$ cat src/rtl/alu4_exec_pipe.sv
// Two-stage valid/ready execution pipe around a 4-bit ALU with an accumulator for chained ops.
// Optional sticky carry/overflow flags are enabled by defining ALU4_STICKY_FLAGS_EN.

module alu4 (
    input  logic [3:0] a,
    input  logic [3:0] b,
    input  logic [2:0] op,
    output logic [3:0] result,
    output logic       c,
    output logic       n,
    output logic       z,
    output logic       v
);
    logic [4:0] sum;

    // Logic ops leave carry and overflow at zero; sub is a + ~b + 1, so c=1 means no borrow
    always_comb begin
        sum    = '0;
        result = '0;
        c      = 1'b0;
        v      = 1'b0;
        case (op)
            3'b000: result = ~a;
            3'b001: result = ~b;
            3'b010: result = a & b;
            3'b011: result = a | b;
            3'b100: result = a ^ b;
            3'b101: result = ~(a ^ b);
            3'b110: begin
                sum    = {1'b0, a} + {1'b0, b};
                result = sum[3:0];
                c      = sum[4];
                v      = (a[3] == b[3]) && (sum[3] != a[3]);
            end
            default: begin
                sum    = {1'b0, a} + {1'b0, ~b} + 5'd1;
                result = sum[3:0];
                c      = sum[4];
                v      = (a[3] != b[3]) && (sum[3] != a[3]);
            end
        endcase
        n = result[3];
        z = (result == 4'h0);
    end
endmodule

module alu4_exec_pipe #(
    parameter int         CNT_W    = 8,
    parameter logic [3:0] ACC_INIT = 4'h0
) (
    input  logic             clk,
    input  logic             reset,
    input  logic             in_valid,
    output logic             in_ready,
    input  logic [3:0]       in_a,
    input  logic [3:0]       in_b,
    input  logic [2:0]       in_op,
    input  logic             in_acc,
    output logic             out_valid,
    input  logic             out_ready,
    output logic [3:0]       out_result,
    output logic             out_c,
    output logic             out_n,
    output logic             out_z,
    output logic             out_v,
`ifdef ALU4_STICKY_FLAGS_EN
    input  logic             sticky_clr,
    output logic             sticky_c,
    output logic             sticky_v,
`endif
    output logic [CNT_W-1:0] ops_done
);
    logic       s1_valid;
    logic [3:0] s1_a;
    logic [3:0] s1_b;
    logic [2:0] s1_op;
    logic       s1_acc;
    logic [3:0] acc;
    logic       s2_adv;
    logic       s1_load;
    logic [3:0] a_sel;
    logic [3:0] alu_result;
    logic       alu_c;
    logic       alu_n;
    logic       alu_z;
    logic       alu_v;

    // in_ready depends only on stage state, never on in_valid
    assign s2_adv   = s1_valid & (~out_valid | out_ready);
    assign in_ready = ~s1_valid | s2_adv;
    assign s1_load  = in_valid & in_ready;
    assign a_sel    = s1_acc ? acc : s1_a;

    alu4 u_alu (
        .a      (a_sel),
        .b      (s1_b),
        .op     (s1_op),
        .result (alu_result),
        .c      (alu_c),
        .n      (alu_n),
        .z      (alu_z),
        .v      (alu_v)
    );

    // The accumulator is read and written at the same S2 load, so chained ops forward without a bubble
    always_ff @(posedge clk or posedge reset) begin
        if (reset) begin
            s1_valid   <= 1'b0;
            s1_a       <= '0;
            s1_b       <= '0;
            s1_op      <= '0;
            s1_acc     <= 1'b0;
            out_valid  <= 1'b0;
            out_result <= '0;
            out_c      <= 1'b0;
            out_n      <= 1'b0;
            out_z      <= 1'b0;
            out_v      <= 1'b0;
            acc        <= ACC_INIT;
            ops_done   <= '0;
        end else begin
            if (s1_load) begin
                s1_valid <= 1'b1;
                s1_a     <= in_a;
                s1_b     <= in_b;
                s1_op    <= in_op;
                s1_acc   <= in_acc;
            end else if (s2_adv) begin
                s1_valid <= 1'b0;
            end

            if (s2_adv) begin
                out_valid  <= 1'b1;
                out_result <= alu_result;
                out_c      <= alu_c;
                out_n      <= alu_n;
                out_z      <= alu_z;
                out_v      <= alu_v;
                acc        <= alu_result;
                ops_done   <= ops_done + CNT_W'(1);
            end else if (out_ready) begin
                out_valid <= 1'b0;
            end
        end
    end

`ifdef ALU4_STICKY_FLAGS_EN
    // Only add/sub loads can raise the sticky flags; a clear in the same cycle takes priority
    always_ff @(posedge clk or posedge reset) begin
        if (reset) begin
            sticky_c <= 1'b0;
            sticky_v <= 1'b0;
        end else if (sticky_clr) begin
            sticky_c <= 1'b0;
            sticky_v <= 1'b0;
        end else if (s2_adv && (s1_op[2:1] == 2'b11)) begin
            if (alu_c) sticky_c <= 1'b1;
            if (alu_v) sticky_v <= 1'b1;
        end
    end
`endif
endmodule

$ cat config.mk
export PLATFORM = sky130hd
export DESIGN_NAME = alu4_exec_pipe
export DESIGN_NICKNAME = d
export VERILOG_FILES = /design/src/rtl/alu4_exec_pipe.sv
export SDC_FILE = /design/constraint.sdc
export NUM_CORES = 1
export LEC_CHECK = 0
export CAP_MARGIN = 20
export CELL_PAD_IN_SITES_DETAIL_PLACEMENT = 1
export CELL_PAD_IN_SITES_GLOBAL_PLACEMENT = 2
export CORE_MARGIN = 1.5
export CORE_UTILIZATION = 33
export CTS_CLUSTER_SIZE = 24
export DETAILED_ROUTE_END_ITERATION = 16
export PLACE_DENSITY = 0.86
export SLEW_MARGIN = 10
export SYNTH_ARGS = -nofsm -noshare
export SYNTH_HDL_FRONTEND = slang
export SYNTH_SLANG_ARGS = --single-unit
export TNS_END_PERCENT = 1
$ cat constraint.sdc
create_clock -name clk -period 2.7 [get_ports clk]
set_input_delay 0.27 -clock clk [delete_from_list [all_inputs] [get_ports clk]]
set_output_delay 0.27 -clock clk [all_outputs]
set_load 0.02 [all_outputs]
# Word level (Yosys, flattened, before mapping)

Index checks and enable logic that the tools add are counted.

Add/subtract/negate cells: 4
Equality and inequality tests: 10
Mux-type cells: 8
Bitwise operators: 12
Reductions and logical operators: 7

Operators by type and width:

| operator                                            | number |
|---|---|
| one-hot mux 4 bit (7 select lines)                  | 1 |
| inverter 4 bit                                      | 3 |
| adder 4 x 4 -> 5 bit                                | 2 |
| equality test 3 bit, second input constant          | 3 |
| adder 8 x 1 -> 8 bit, second input constant         | 1 |
| equality test 3 x 2 -> 1 bit, second input constant | 2 |
| OR reduction 6 bit                                  | 1 |
| adder 5 x 1 -> 5 bit, second input constant         | 1 |
| AND 4 bit                                           | 1 |
| logical NOT 4 bit                                   | 1 |
| two-way mux 1 bit                                   | 4 |
| two-way mux 4 bit                                   | 1 |
| OR 4 bit                                            | 1 |
| one-hot mux 1 bit (2 select lines)                  | 2 |
| nonzero test 2 bit                                  | 2 |
| XOR 4 bit                                           | 1 |
| equality test 3 x 1 -> 1 bit, second input constant | 1 |
| logical NOT 3 bit                                   | 1 |
| != test 1 bit                                       | 3 |
| AND 1 bit                                           | 2 |
| logical AND 1 bit                                   | 2 |
| inverter 1 bit                                      | 2 |
| OR 1 bit                                            | 2 |
| equality test 1 bit                                 | 1 |

Flip-flop bits (word level): 30
Input bits: 16
Output and inout port bits: 18
Word-level logic and storage cells: 53

# Depth between registers and ports, before layout

Depth in word-level cells: 6
Depth in mapped cells: 10
Depth with buffers taken out: 9

# Modules after synthesis

A second synthesis with hierarchy kept.

Cells, all modules: 184
Area total of the unflattened synthesis: 2033.2 um^2

By module, submodules not included:

| module         | times used | cells an instance | area an instance (um^2) | sequential area each (um^2) |
|---|---|---|---|---|
| alu4_exec_pipe | 1          | 84                | 1308.8                  | 750.7 |
| alu4           | 1          | 100               | 724.4                   | 0.0 |

# Least setup slack after synthesis

OpenSTA, ideal clock, no wires.

Path type: register -> register
From: reg s1_acc
To: reg out_z
Setup time: 121 ps
Arrival: 2116 ps
Required time: 2579 ps
Path slack: 462 ps
Cell stages (with the launch flop): 11
Cell sequence: dfrtp_1 > buf_6 > mux2i_1 > inv_1 > ha_1 > fa_1 > xnor2_1 > a21oi_1 > a32oi_1 > o221a_2 > a32o_2

Longest elaborated chain between the ends: 5
Elaborated cells between the ends (all ways): 11
Those cells by class: add/sub (3); mux (2); bitwise (5); reduce/logical (1)

RTL lines:

| element                                                | RTL line   | RTL |
|---|---|---|
| from (decl)                                            | 77         | `logic s1_acc;` |
| from (signal assigned)                                 | 127        | `s1_acc <= in_acc;` |
| two-way mux 4 bit (*)                                  | 92         | `assign a_sel = s1_acc ? acc : s1_a;` |
| adder 4 x 4 -> 5 bit or XOR 4 bit (tied branches)      | 36, 27, 28 |  |
| adder 5 x 1 -> 5 bit or inverter 4 bit (tied branches) | 36, 28     |  |
| one-hot mux 4 bit (7 select lines) (*)                 | 22         | `case (op)` |
| logical NOT 4 bit (*)                                  | 43         | `z = (result == 4'h0);` |
| to (signal assigned)                                   | 137        | `out_z <= alu_z;` |
| to (decl)                                              | 64         | `output logic out_z,` |

Every way passes the cells marked *; elsewhere a longest branch is shown, timed or not.
A chain may end at the register's enable or synchronous reset.

# Worst setup path in the final report

Ends and elaborated chain as after synthesis.

==> results_dict.tcl <==
set metrics [dict create \
    status "finished, final reports clean" \
    critical_path.top_delay_family "adder cells" \
    cpPeakStageDelay_ps 510 \
    routedWlPerCell_um 15.67 \
    arrival_ps 2680 \
    worst_ep_required_time_ps 2870 \
    core_area_sq_um 5473 \
    worst_clock_skew_ps 4.026 \
    slowest_stage "dfrtp_1" \
    dp_hpwl_um 3391 \
    port_buffers 33 \
    async_flop_share_pct 100.0 \
    rsz0062_at_grt "no" \
    ys_types 46 \
    htree_levels 2 \
    fin_cells 290 \
    yosysSeqAreaShare_pct 38.85 \
    ys_ff_latch 29 \
    final_common_cell "clkdlybuf4s50_1" \
    synth_edf_count 0 \
    clock.fmax_ghz 0.3988 \
    post-route-util_pct 42.82 \
    cts_tree "done" \
    final_cell_mix "33 x clkdlybuf4s50_1, 29 x dfrtp_1, 20 x nand2_1" \
    dr.pass1.iters 4 \
    yosys.area.top_type "dfrtp_1" \
    grt_max_degree 30 \
    vdd_drop_max_uv 566.2 \
    yosysWarnings 0 \
    cts_made_buffers 5 \
    syn_nets 216 \
    grt.total_usage_pct 16.42 \
    drtIter0Drc 65 \
    tns_ps 0 \
    num-nets-final 248 \
    cp-start-kind "register" \
    clkSlewWorstSetupHoldPaths_ps 60 \
    clock_latency_ps 280 \
    n_antenna_cell 0 \
    fin_worst_hold_slack_ps 371.3 \
    cp_max_fo 5 \
    period_minus_slack_ps 2507 \
    cts_sinks 29 \
    final-hold-violation-count 0 \
    dieArea_sq_um 6121 \
    worstSetupEndpointType "register" \
    cellLeakagePower_nw 1.039 \
    die_h_um 78.24 \
    cp.buffers_inverters 1 \
    antenna_left 0 \
    grt_antenna_before_repair 0 \
    vias 1463 \
    rows 27 \
    grt_first_pass_wirelength_um 7845 \
    finalSetupViolCount 0 \
    cts_root_buf "clkbuf_8" \
    grt_pass1_vias 1575 \
    crit_type "register to register" \
    synth.avg_cell_area_sq_um 10.10 \
    fin_crit_sh_pct 92.86 \
    synthToLayoutAreaGrowth_pct 25.45 \
    drive_above_1_share_pct 13.76 \
    clk_path_buf_depth 2 \
    worstMarginPinSlew_ps 742.5 \
    die_w_um 78.24 \
    synth_area_leaders "dfrtp_1 39%, ha_1 8.7%, mux2_2 7.8%" \
    power-per-cell-area_nw_per_um2 904.1 \
    synthCells 185 \
    drcViolationCount 0 \
    netlist_area_sq_um 1868 \
    synth_top_cell_area_share_pct 38.85 \
    slew_headroom_pct 50.50 \
    gr-total-overflow 0 \
    io_pins 34 \
    place_congestion 0.7402 \
    slew_viol_final 0 \
    initial_utilization_pct 34.13 \
    path_cells "mux2i_4 -> inv_1 -> ha_1 -> fa_1 -> mux2i_1 -> o32a_1 -> o2111ai_1 -> nor2_1 -> a32o_2" \
    hold_class "input pin to asynchronous set/reset pin" \
    wirelength_um 4543 \
    numPlacedInstances 282 \
    ys.flop_type "dfrtp_1" \
    post_cts_buffers 0 \
    max_cap_violations 0 \
    viasPerCell 5.045 \
]
[registers in the layout, indices dropped and copies added (netlist names)]
register	flops
acc	3
ops_done	8
out_c	1
out_n	1
out_v	1
out_valid	1
out_z	1
s1_a	4
s1_acc	1
s1_b	4
s1_op	3
s1_valid	1
[power breakdown]
group          switching [W]  internal, W
clock network       0.000166     0.000230
registers           0.000158     0.000545
logic               0.000512     0.000508
[metal layers]
metal  share of wire (%)  wire length [um]  vias to the layer above  global-route usage [%]
met5                   0                 0                        -                       0
met4                 1.1                51                        0                   4.821
met3                 3.4               156                        5                   3.605
met2                  47              2116                       26                   26.61
met1                  49              2218                      729                   21.99
li1                    -                 -                      703                       -
[cell families after synthesis]
kind of cell             after synthesis  synth area share (%)
flip-flops                            29                 38.85
AND/OR/NAND/NOR                       56                 14.80
buffers and inverters                 24                 7.166
XOR/XNOR                              12                 5.627
AO/OA/AOI/OAI                         31                 12.19
multiplexers                          18                 10.52
adder cells (fa/ha/maj)               15                 10.85
[stage by stage]
stage,instance area [sq um],setup slack [ps],power [W]
global route,2344,4.034,0.002283
global placement,2226,229.5,0.001695
finish,2344,192.7,0.002119
detailed placement,2226,173.3,0.001715
floorplan,1868,462.4,0.001366
CTS,2327,166.6,0.002128
[Yosys cell counts (2+ instances only)]
master    instances
and3_1            2
a221o_1           2
o211ai_1          2
buf_2             3
buf_4             2
nand3b_1          2
a21oi_1          10
or2b_2            2
fa_1              2
nor3_1            5
buf_6             3
mux2_2           13
nand2b_1          3
nand3_1           3
xnor2_1           9
o21ai_0           2
mux2i_1           5
nand2_1          20
clkbuf_1          2
xor2_1            3
inv_1            13
dfrtp_1          29
ha_1             13
nor2_1           11
and2_1            3
[worst paths after layout]
path	start	slack [ps]	cells past startpoint	to
min reg2reg	ops_done[7]$_DFFE_PP0P_	480	1	ops_done[7]$_DFFE_PP0P_
max	s1_acc$_DFFE_PP0P_	190	9	out_z$_DFFE_PP0P_
min	reset	370	3	s1_a[0]$_DFFE_PP0P_
max reg2reg	s1_acc$_DFFE_PP0P_	190	9	out_z$_DFFE_PP0P_
max in group asynchronous	reset	2050	3	out_v$_DFFE_PP0P_
min in group clk	ops_done[7]$_DFFE_PP0P_	480	1	ops_done[7]$_DFFE_PP0P_
[repair_timing]
| action | CTS | global route |
|---|---|---|
| resized for setup | 0 | 3 |
| hold buffers | 0 | 0 |
| endpoints found under the setup margin | 0 | 2 |
[worst register-to-register path: stages, from the launching register on]
cell	delay [ps]
dfrtp_1	510
mux2i_4	330
inv_1	70
ha_1	230
fa_1	500
mux2i_1	60
o32a_1	180
o2111ai_1	160
nor2_1	100
a32o_2	270
[layout make-up]
| cell class | count | area [sq um] |
|---|---|---|
| fill | 629 | 3129 |
| sequential | 29 | 725.7 |
| tap | 72 | 90.09 |
| inverter | 13 | 48.80 |
| timing repair buffer | 36 | 352.8 |
| clock buffer | 7 | 96.34 |
| clock inverter | 1 | 5.005 |
| multi-input combinational | 132 | 1025 |
Note: power is estimated with default switching activity, not from simulation.
